**src/rtl/draw_scheduler.sv**
```systemverilog
// Draw command scheduler: queues clear-screen and line commands, then sequences
// framebuffer writes either from an internal raster scan or an external line drawer.
module draw_scheduler #(
    parameter int FIFO_DEPTH   = 8,
    parameter int DELAY_CYCLES = 25_000_000,
    parameter int SCR_W        = 640,
    parameter int SCR_H        = 480
) (
    input  logic        clk,
    input  logic        reset_n,
    input  logic        cmd_valid,
    output logic        cmd_ready,
    input  logic        cmd_clear,
    input  logic [10:0] cmd_x0,
    input  logic [10:0] cmd_y0,
    input  logic [10:0] cmd_x1,
    input  logic [10:0] cmd_y1,
    input  logic        cmd_color,
    input  logic        abort,
    output logic        ld_start,
    output logic [10:0] ld_x0,
    output logic [10:0] ld_y0,
    output logic [10:0] ld_x1,
    output logic [10:0] ld_y1,
    input  logic [10:0] ld_x,
    input  logic [10:0] ld_y,
    input  logic        ld_done,
    output logic [10:0] fb_x,
    output logic [10:0] fb_y,
    output logic        fb_color,
    output logic        fb_write,
    output logic        busy,
    output logic [3:0]  fifo_count,
    output logic        drop_err
);

    localparam int          PW       = (FIFO_DEPTH > 1) ? $clog2(FIFO_DEPTH) : 1;
    localparam logic [4:0]  DEPTH_L  = 5'(FIFO_DEPTH);
    localparam logic [10:0] W_L      = 11'(SCR_W);
    localparam logic [10:0] H_L      = 11'(SCR_H);
    localparam logic [10:0] W_LAST   = 11'(SCR_W - 1);
    localparam logic [10:0] H_LAST   = 11'(SCR_H - 1);
    localparam logic [31:0] DLY_LAST = 32'(DELAY_CYCLES - 1);

    typedef enum logic [1:0] {IDLE, CLEAR, DRAW, DELAY} state_t;

    typedef struct packed {
        logic        clr;
        logic [10:0] x0;
        logic [10:0] y0;
        logic [10:0] x1;
        logic [10:0] y1;
        logic        color;
    } cmd_t;

    cmd_t          fifo_mem [FIFO_DEPTH];
    cmd_t          head;
    logic [PW-1:0] wr_ptr_reg, rd_ptr_reg;
    logic          push, pop, load_line, drop, line_ok;

    state_t        state_reg, state_next;
    logic [10:0]   cx_reg, cy_reg;
    logic [31:0]   dly_cnt_reg;
    logic [1:0]    draw_cnt_reg;
    logic          color_reg;
    logic [10:0]   fb_x_reg, fb_y_reg;
    logic          fb_color_reg;

    assign cmd_ready = ({1'b0, fifo_count} < DEPTH_L);
    assign busy      = (state_reg != IDLE) || (fifo_count != 4'd0);
    assign head      = fifo_mem[rd_ptr_reg];
    assign line_ok   = (head.x0 < W_L) && (head.x1 < W_L) &&
                       (head.y0 < H_L) && (head.y1 < H_L);

    // Command storage is not reset; only the pointers define validity.
    always_ff @(posedge clk) begin
        if (push) begin
            fifo_mem[wr_ptr_reg] <= {cmd_clear, cmd_x0, cmd_y0, cmd_x1, cmd_y1, cmd_color};
        end
    end

    always_comb begin
        state_next = state_reg;
        push       = cmd_valid && cmd_ready && !abort;
        pop        = 1'b0;
        load_line  = 1'b0;
        drop       = 1'b0;
        case (state_reg)
            IDLE: begin
                if (fifo_count != 4'd0) begin
                    pop = 1'b1;
                    if (head.clr) begin
                        state_next = CLEAR;
                    end else if (line_ok) begin
                        state_next = DRAW;
                        load_line  = 1'b1;
                    end else begin
                        drop = 1'b1;
                    end
                end
            end
            CLEAR: begin
                if (cx_reg == W_LAST && cy_reg == H_LAST) state_next = IDLE;
            end
            DRAW: begin
                // The drawer's done may still be high from the previous line for
                // the first two cycles, so it only counts from the third cycle.
                if (draw_cnt_reg == 2'd2 && ld_done)
                    state_next = (DELAY_CYCLES == 0) ? IDLE : DELAY;
            end
            DELAY: begin
                if (dly_cnt_reg == DLY_LAST) state_next = IDLE;
            end
            default: state_next = IDLE;
        endcase
        if (abort) begin
            state_next = IDLE;
            pop        = 1'b0;
            load_line  = 1'b0;
            drop       = 1'b0;
        end
    end

    always_comb begin
        fb_write = 1'b0;
        fb_x     = fb_x_reg;
        fb_y     = fb_y_reg;
        fb_color = fb_color_reg;
        case (state_reg)
            CLEAR: begin
                fb_write = 1'b1;
                fb_x     = cx_reg;
                fb_y     = cy_reg;
                fb_color = 1'b0;
            end
            DRAW: begin
                fb_write = 1'b1;
                fb_x     = ld_x;
                fb_y     = ld_y;
                fb_color = color_reg;
            end
            default: ;
        endcase
    end

    always_ff @(posedge clk or negedge reset_n) begin
        if (!reset_n) begin
            state_reg    <= IDLE;
            wr_ptr_reg   <= '0;
            rd_ptr_reg   <= '0;
            fifo_count   <= 4'd0;
            cx_reg       <= 11'd0;
            cy_reg       <= 11'd0;
            dly_cnt_reg  <= 32'd0;
            draw_cnt_reg <= 2'd0;
            drop_err     <= 1'b0;
            ld_start     <= 1'b0;
            ld_x0        <= 11'd0;
            ld_y0        <= 11'd0;
            ld_x1        <= 11'd0;
            ld_y1        <= 11'd0;
            color_reg    <= 1'b0;
            fb_x_reg     <= 11'd0;
            fb_y_reg     <= 11'd0;
            fb_color_reg <= 1'b0;
        end else begin
            state_reg    <= state_next;
            ld_start     <= load_line;
            fb_x_reg     <= fb_x;
            fb_y_reg     <= fb_y;
            fb_color_reg <= fb_color;
            if (drop) drop_err <= 1'b1;
            if (load_line) begin
                ld_x0     <= head.x0;
                ld_y0     <= head.y0;
                ld_x1     <= head.x1;
                ld_y1     <= head.y1;
                color_reg <= head.color;
            end
            if (abort) begin
                wr_ptr_reg <= '0;
                rd_ptr_reg <= '0;
                fifo_count <= 4'd0;
            end else begin
                if (push) wr_ptr_reg <= wr_ptr_reg + 1'b1;
                if (pop)  rd_ptr_reg <= rd_ptr_reg + 1'b1;
                if (push && !pop)      fifo_count <= fifo_count + 4'd1;
                else if (pop && !push) fifo_count <= fifo_count - 4'd1;
            end
            // Scan counters rest at zero so every clear starts at (0,0).
            if (abort || state_reg != CLEAR) begin
                cx_reg <= 11'd0;
                cy_reg <= 11'd0;
            end else if (cx_reg == W_LAST) begin
                cx_reg <= 11'd0;
                cy_reg <= (cy_reg == H_LAST) ? 11'd0 : cy_reg + 11'd1;
            end else begin
                cx_reg <= cx_reg + 11'd1;
            end
            if (state_reg != DRAW)        draw_cnt_reg <= 2'd0;
            else if (draw_cnt_reg != 2'd2) draw_cnt_reg <= draw_cnt_reg + 2'd1;
            if (state_reg != DELAY) dly_cnt_reg <= 32'd0;
            else                    dly_cnt_reg <= dly_cnt_reg + 32'd1;
        end
    end

endmodule
```
**config.mk**
```make
export PLATFORM = sky130hd
export DESIGN_NAME = draw_scheduler
export DESIGN_NICKNAME = d
export VERILOG_FILES = /design/src/rtl/draw_scheduler.sv
export SDC_FILE = /design/constraint.sdc
export NUM_CORES = 1
export LEC_CHECK = 0
export CAP_MARGIN = 40
export CORE_MARGIN = 5
export CORE_UTILIZATION = 42
export CTS_CLUSTER_SIZE = 20
export DETAILED_ROUTE_END_ITERATION = 8
export PLACE_DENSITY_LB_ADDON = 0.25
export SLEW_MARGIN = 20
export SYNTH_ARGS = -nofsm -noshare
export SYNTH_HDL_FRONTEND = slang
export SYNTH_SLANG_ARGS = --single-unit
```
**constraint.sdc**
```tcl
create_clock -name clk -period 5.3 [get_ports clk]
set_input_delay 1.325 -clock clk [delete_from_list [all_inputs] [get_ports clk]]
set_output_delay 1.325 -clock clk [all_outputs]
set_load 0.005 [all_outputs]
```
==> results of run 1 <==
==> Yosys cell counts (all sizes together), types with 24 or more instances <==
master and n:
nand3 26, and2 26, edfxtp 368, a21oi 31
inv 24, mux2i 28, buf 25, nor2 72
mux4 83, mux2 59, dfrtp 138, nand2 25
==> worst paths after layout <==
check	depth (start not counted)	slack, ns	to	startpoint
max in group asynchronous	2	3.69	ld_y1[2]	reset_n
hold / removal	1	0.48	dly_cnt_reg[0]	dly_cnt_reg[0]
setup / recovery	6	1.22	fb_x[2]	state_reg[0]
setup reg to reg	8	2.00	ld_y1[2]	rd_ptr_reg[1]
min in group asynchronous	1	0.74	dly_cnt_reg[4]	reset_n
hold reg to reg	1	0.48	dly_cnt_reg[0]	dly_cnt_reg[0]
==> cell families (layout without fill, tap and decap cells) <==
family	count (synthesis)	after routing	synth area share, %
other cells	0	5	0
fa+ha+maj	13	13	0.850
flops	506	506	72.5
xor+xnor	45	45	1.97
compound gates	90	90	2.81
mux	170	170	14.1
simple gates	235	235	6.11
buf+inv	72	294	1.74
==> metrics by stage <==
stage	hold slack, ns	cell area, um2
final	0.477	24100
after global routing	0.494	24100
after CTS	0.482	24100
after detailed placement	0.472	22400
after global placement	0.468	22300
after floorplan	0.445	20000
==> cell type report <==
| type | instances | area (um2) | share of cell area [%] |
|---|---|---|---|
| timing repair buffer | 173 | 1830 | 7.60 |
| multi-input combinational | 553 | 5230 | 21.7 |
| tap | 615 | 769 | 3.19 |
| sequential | 506 | 14500 | 60.1 |
| inverter | 24 | 90.1 | 0.373 |
| clock inverter | 31 | 289 | 1.20 |
| clock buffer | 66 | 1400 | 5.78 |
| antenna | 5 | 12.5 | 0.0518 |
==> metal layers <==
metal | GRT usage, % | vias up | wire [um]
met4 | 5.03 | 8 | 796
met5 | 0 | - | 45
li1 | - | 4770 | -
met1 | 22.0 | 5331 | 18500
met2 | 25.3 | 237 | 19600
met3 | 3.43 | 74 | 2290
==> power groups by stage <==
stage	clock, W	combinational (W)	sequential [W]
final	0.00357	0.00259	0.00474
after global routing	0.00384	0.00284	0.00477
after CTS	0.00368	0.00265	0.00474
after detailed placement	0	0.00263	0.00482
after global placement	0	0.00242	0.00493
after floorplan	0	0.00160	0.00470
==> worst reg2reg max path: cells and delay by family (launching register included) <==
family          cells  cell delay [ns]
compound gates      1             0.08
simple gates        2             0.53
flops               1             0.85
buf+inv             2             0.64
mux                 3             1.08
==> impl_metrics.py, run 1 <==
metrics = {
    "floorplanning": {
        "ios": 149,
        "coreArea_um2": 47400,
        "rows": 80,
        "die_y_um": 228,
        "die_w_um": 228,
        "initial_core_util_pct": 42.2,
        "dieArea_um2": 52100,
    },
    "pwr": {
        "p_sw_w": 0.00292,
        "powerDensity_nw_per_um2": 452,
        "cellLeakagePower_nw": 8.40,
        "totalPowerFinal_w": 0.0109,
        "ir_drop_v": 0.000284,
        "power.internal_w": 0.00798,
        "seqPwrFrac_pct": 43.5,
        "clkPwrFrac_pct": 32.7,
        "combPwrFrac_pct": 23.8,
        "switching_share_pct": 26.8,
    },
    "final_layout": {
        "syn_to_final_growth_pct": 20.6,
        "largest_register_ffs": 368,
        "final_common_cell": "edfxtp_1",
        "final_cell_mix": "edfxtp_1, clkdlybuf4s50_1, dfrtp_1",
        "fin_nets": 1396,
        "n_fill_cell": 3913,
        "fin_util_pct": 50.9,
        "drive_above_1_share_pct": 17.7,
        "final_cell_count_no_fill": 1973,
    },
    "critical_path": {
        "cp_top_family": "buffers and inverters",
        "path_class": "reg -> out",
        "crit_fanout": 15,
        "end_kind": "output port",
        "cp.arrival_ns": 2.76,
        "critPathBufInv": 3,
        "critPathRequiredTime_ns": 3.97,
        "critPathLaunchType": "flop",
        "critPathSlowestCell": "clkdlybuf4s50_1",
        "cp_cell_sequence": "inv_1 > ha_1 > buf_6 > a22oi_1 > a21oi_1 > clkdlybuf4s50_1",
        "slowest_delay_ns": 0.55,
    },
    "sta": {
        "relSlewSlack_pct": 52.5,
        "rsz0062_at_grt": "no",
        "setup_tns_ns": 0,
        "hold_violations": 0,
        "maxSlewViolCount": 0,
        "finClkSkew_ns": 0.0251,
        "fmax_ghz": 0.245,
        "post-route-period-util_pct": 77.0,
        "post-route-min-period_ns": 4.08,
        "setup_viol": 0,
        "timing.final.ws_setup_ns": 1.22,
        "tightest_slew_ns": 0.711,
    },
    "drt": {
        "viasPerCell": 5.28,
        "ant_nets": 0,
        "wl_um": 41300,
        "drtIter0Drc": 667,
        "vias": 10400,
        "drc": 0,
        "routedWlPerCell_um": 20.9,
        "dr.pass1.iters": 5,
    },
    "yosys": {
        "synth_area_leader_cell": "edfxtp_1",
        "synth_warnings": 0,
        "syn_nets": 1217,
        "syn_area_um2": 20000,
        "ys_seq_area_share_pct": 72.5,
        "synth_top_cell_area_share_pct": 55.2,
        "synth.area.top_cells": "edfxtp_1, dfrtp_1, mux4_2",
        "syn-mean-instance-area_um2": 17.7,
        "yosys_most_used_dff": "edfxtp_1",
        "synth_cells": 1131,
        "ys_ff_latch": 506,
        "synth-edff-count": 368,
        "async_flop_share_pct": 27.3,
        "synth_cell_types": 48,
    },
    "clock_tree": {
        "cts-resized-gates": 0,
        "cts_tree": "done",
        "h-tree-depth": 2,
        "numCtsBuffers": 52,
        "clk_pin_slew_ns": 0.06,
        "holdBufCountCts": 0,
        "clock_latency_ns": 0.60,
        "post-cts-setup-buffer-count": 0,
        "clock-sinks": 506,
        "cts_max_path_buffers": 3,
        "cts_root_buf": "clkbuf_16",
    },
    "placement": {
        "dp_hpwl_um": 25900,
        "gp_congestion": 0.750,
        "place_inst": 1871,
        "pre_cts_ws_ns": 1.30,
        "port_buffers": 148,
    },
    "global_route": {
        "grt_max_degree": 76,
        "grt_pass1_wl_um": 65000,
        "grt-ovfl-total": 0,
        "grt_pass1_vias": 10900,
        "antenna_found_initial": 9,
        "grt_usage_pct": 15.8,
    },
    "run": {
        "maxCapViolCount": 0,
    },
    "outcome": {
        "status": "finished, final reports clean",
    },
    "hold_path": {
        "hp-class": "reg -> reg",
    },
}
(Power assumes the default switching activity.)
==> inputs of run 2 (changes only) <==
==> constraint.sdc (replaced) <==
create_clock -name clk -period 3.6 [get_ports clk]
set_input_delay 0.9 -clock clk [delete_from_list [all_inputs] [get_ports clk]]
set_output_delay 0.9 -clock clk [all_outputs]
set_load 0.005 [all_outputs]
==> run 2 against run 1 <==
Clock power rose by 54%. Global-route usage rose by 0.53 points. Highest routed layer unchanged. Cell count barely moved. Via count rose by 0.56%. Power rose by 49%. Largest power group unchanged. Combinational power rose by 44%. Wire length rose by 3.0%. Critical endpoint is now fb_color. Core utilization rose by 0.23 points.
==> impl_metrics.py, run 2 (synthesized netlist as in run 1, its figures left out) <==
metrics = {
    "global_route": {
        "grt-ovfl-total": 0,
        "grt_usage_pct": 16.4,
        "grt_max_degree": 61,
        "grt_pass1_vias": 10900,
        "grt_pass1_wl_um": 66200,
        "antenna_found_initial": 2,
    },
    "pwr": {
        "totalPowerFinal_w": 0.0162,
        "ir_drop_v": 0.000370,
        "powerDensity_nw_per_um2": 670,
        "cellLeakagePower_nw": 8.45,
    },
    "sta": {
        "tightest_slew_ns": 0.769,
        "maxSlewViolCount": 0,
        "post-route-period-util_pct": 95.2,
        "rsz0062_at_grt": "no",
        "post-route-min-period_ns": 3.43,
        "setup_viol": 0,
        "fmax_ghz": 0.292,
        "relSlewSlack_pct": 48.1,
        "hold_violations": 0,
        "timing.final.ws_setup_ns": 0.173,
        "timing.hold.ws_ns": 0.294,
        "finClkSkew_ns": 0.0338,
    },
    "drt": {
        "drtIter0Drc": 707,
        "drc": 0,
        "wl_um": 42500,
        "viasPerCell": 5.31,
        "vias": 10500,
        "routedWlPerCell_um": 21.6,
        "ant_nets": 0,
        "dr.pass1.iters": 5,
    },
    "placement": {
        "gp_congestion": 0.780,
        "dpl-instance-area_um2": 22500,
        "pre_cts_ws_ns": 0.411,
        "dp_hpwl_um": 24300,
        "port_buffers": 148,
    },
    "clock_tree": {
        "post-cts-setup-buffer-count": 0,
        "clock-sinks": 506,
        "cts_root_buf": "clkbuf_16",
        "clk_pin_slew_ns": 0.06,
        "numCtsBuffers": 52,
        "clock_latency_ns": 0.60,
        "h-tree-depth": 2,
        "cts_tree": "done",
        "cts_max_path_buffers": 3,
    },
    "critical_path": {
        "cp.arrival_ns": 2.53,
        "rr_worst_depth": 7,
        "crit_fanout": 47,
        "critPathBufInv": 3,
        "slowest_delay_ns": 0.56,
        "r2r_setup_slack_ns": 0.49,
        "path_class": "reg -> out",
        "critPathRequiredTime_ns": 2.70,
        "cp.depth": 6,
        "cp_top_family": "buffers and inverters",
        "end_kind": "output port",
        "critPathSlowestCell": "clkdlybuf4s50_1",
        "critPathLaunchType": "flop",
        "cp_cell_sequence": "inv_1 > ha_1 > buf_8 > nand3_1 > o21ai_0 > clkdlybuf4s50_1",
    },
    "run": {
        "maxCapViolCount": 0,
    },
    "final_layout": {
        "final_cell_area_um2": 24200,
        "fin_nets": 1399,
        "final_cell_mix": "edfxtp_1, clkdlybuf4s50_1, dfrtp_1",
        "antennaDiodeCount": 0,
        "drive_above_1_share_pct": 18.2,
        "fin_util_pct": 51.1,
        "final_common_cell": "edfxtp_1",
        "largest_register_ffs": 368,
        "syn_to_final_growth_pct": 21.1,
    },
    "floorplanning": {
        "coreArea_um2": 47400,
        "rows": 80,
        "die_y_um": 228,
        "initial_core_util_pct": 42.2,
        "die_w_um": 228,
        "dieArea_um2": 52100,
        "ios": 149,
    },
    "outcome": {
        "status": "finished, final reports clean",
    },
    "hold_path": {
        "hp-class": "in -> async",
    },
}
==> run 2: cell type report <==
cell class	count	area (um2)
clock inverters	30	367
well taps	615	769
flip-flops and latches	506	14500
fillers	3918	23200
multi-input cells	553	5230
inverters	24	90.1
clock buffers	68	1400
repair buffers	176	1870
==> run 2: stage by stage <==
step | instances | setup TNS [ns]
after floorplan | 1131 | -38.45
after global placement | 1873 | 0
after detailed placement | 1874 | 0
after CTS | 1972 | 0
after global routing | 1972 | 0
final | 1972 | 0
==> run 2: worst register-to-register path, cell delays in order, from the launching register on <==
cell,delay [ns]
dfrtp_4,0.93
mux4_2,0.42
mux2i_1,0.41
nor4_1,0.14
nor2_1,0.14
and4_2,0.28
buf_12,0.27
mux2_2,0.41
==> run 2: path summary, 6_finish.rpt <==
path	endpoint	from
hold / removal	ld_x0[8]	reset_n
max in group asynchronous	fb_y_reg[10]	reset_n
hold reg to reg	ld_x0[2]	ld_x0[2]
setup reg to reg	ld_x1[0]	rd_ptr_reg[1]
setup / recovery	fb_color	state_reg[1]
min in group clk	ld_x0[2]	ld_x0[2]
==> run 2: power by group <==
group          total, W  internal (W)  switching (W)  leakage, nW
Clock           0.00551       0.00327        0.00224        0.865
Sequential      0.00700       0.00668       0.000321         5.13
Combinational   0.00374       0.00202        0.00172         2.45
==> run 2: routing by layer <==
layer / vias to the layer above / global-route usage (%) / routed length (um)
met5: - / 0 / 27
met4: 4 / 4.07 / 783
met3: 57 / 3.53 / 2480
met2: 283 / 25.6 / 19600
met1: 5360 / 23.7 / 19600
li1: 4774 / - / -
==> run 2: what timing repair did <==
item | in CTS | in global routing
resized for setup | 0 | 3
hold buffers | 0 | 0
hold endpoints to repair | 0 | 0
setup endpoints to repair | 0 | 19
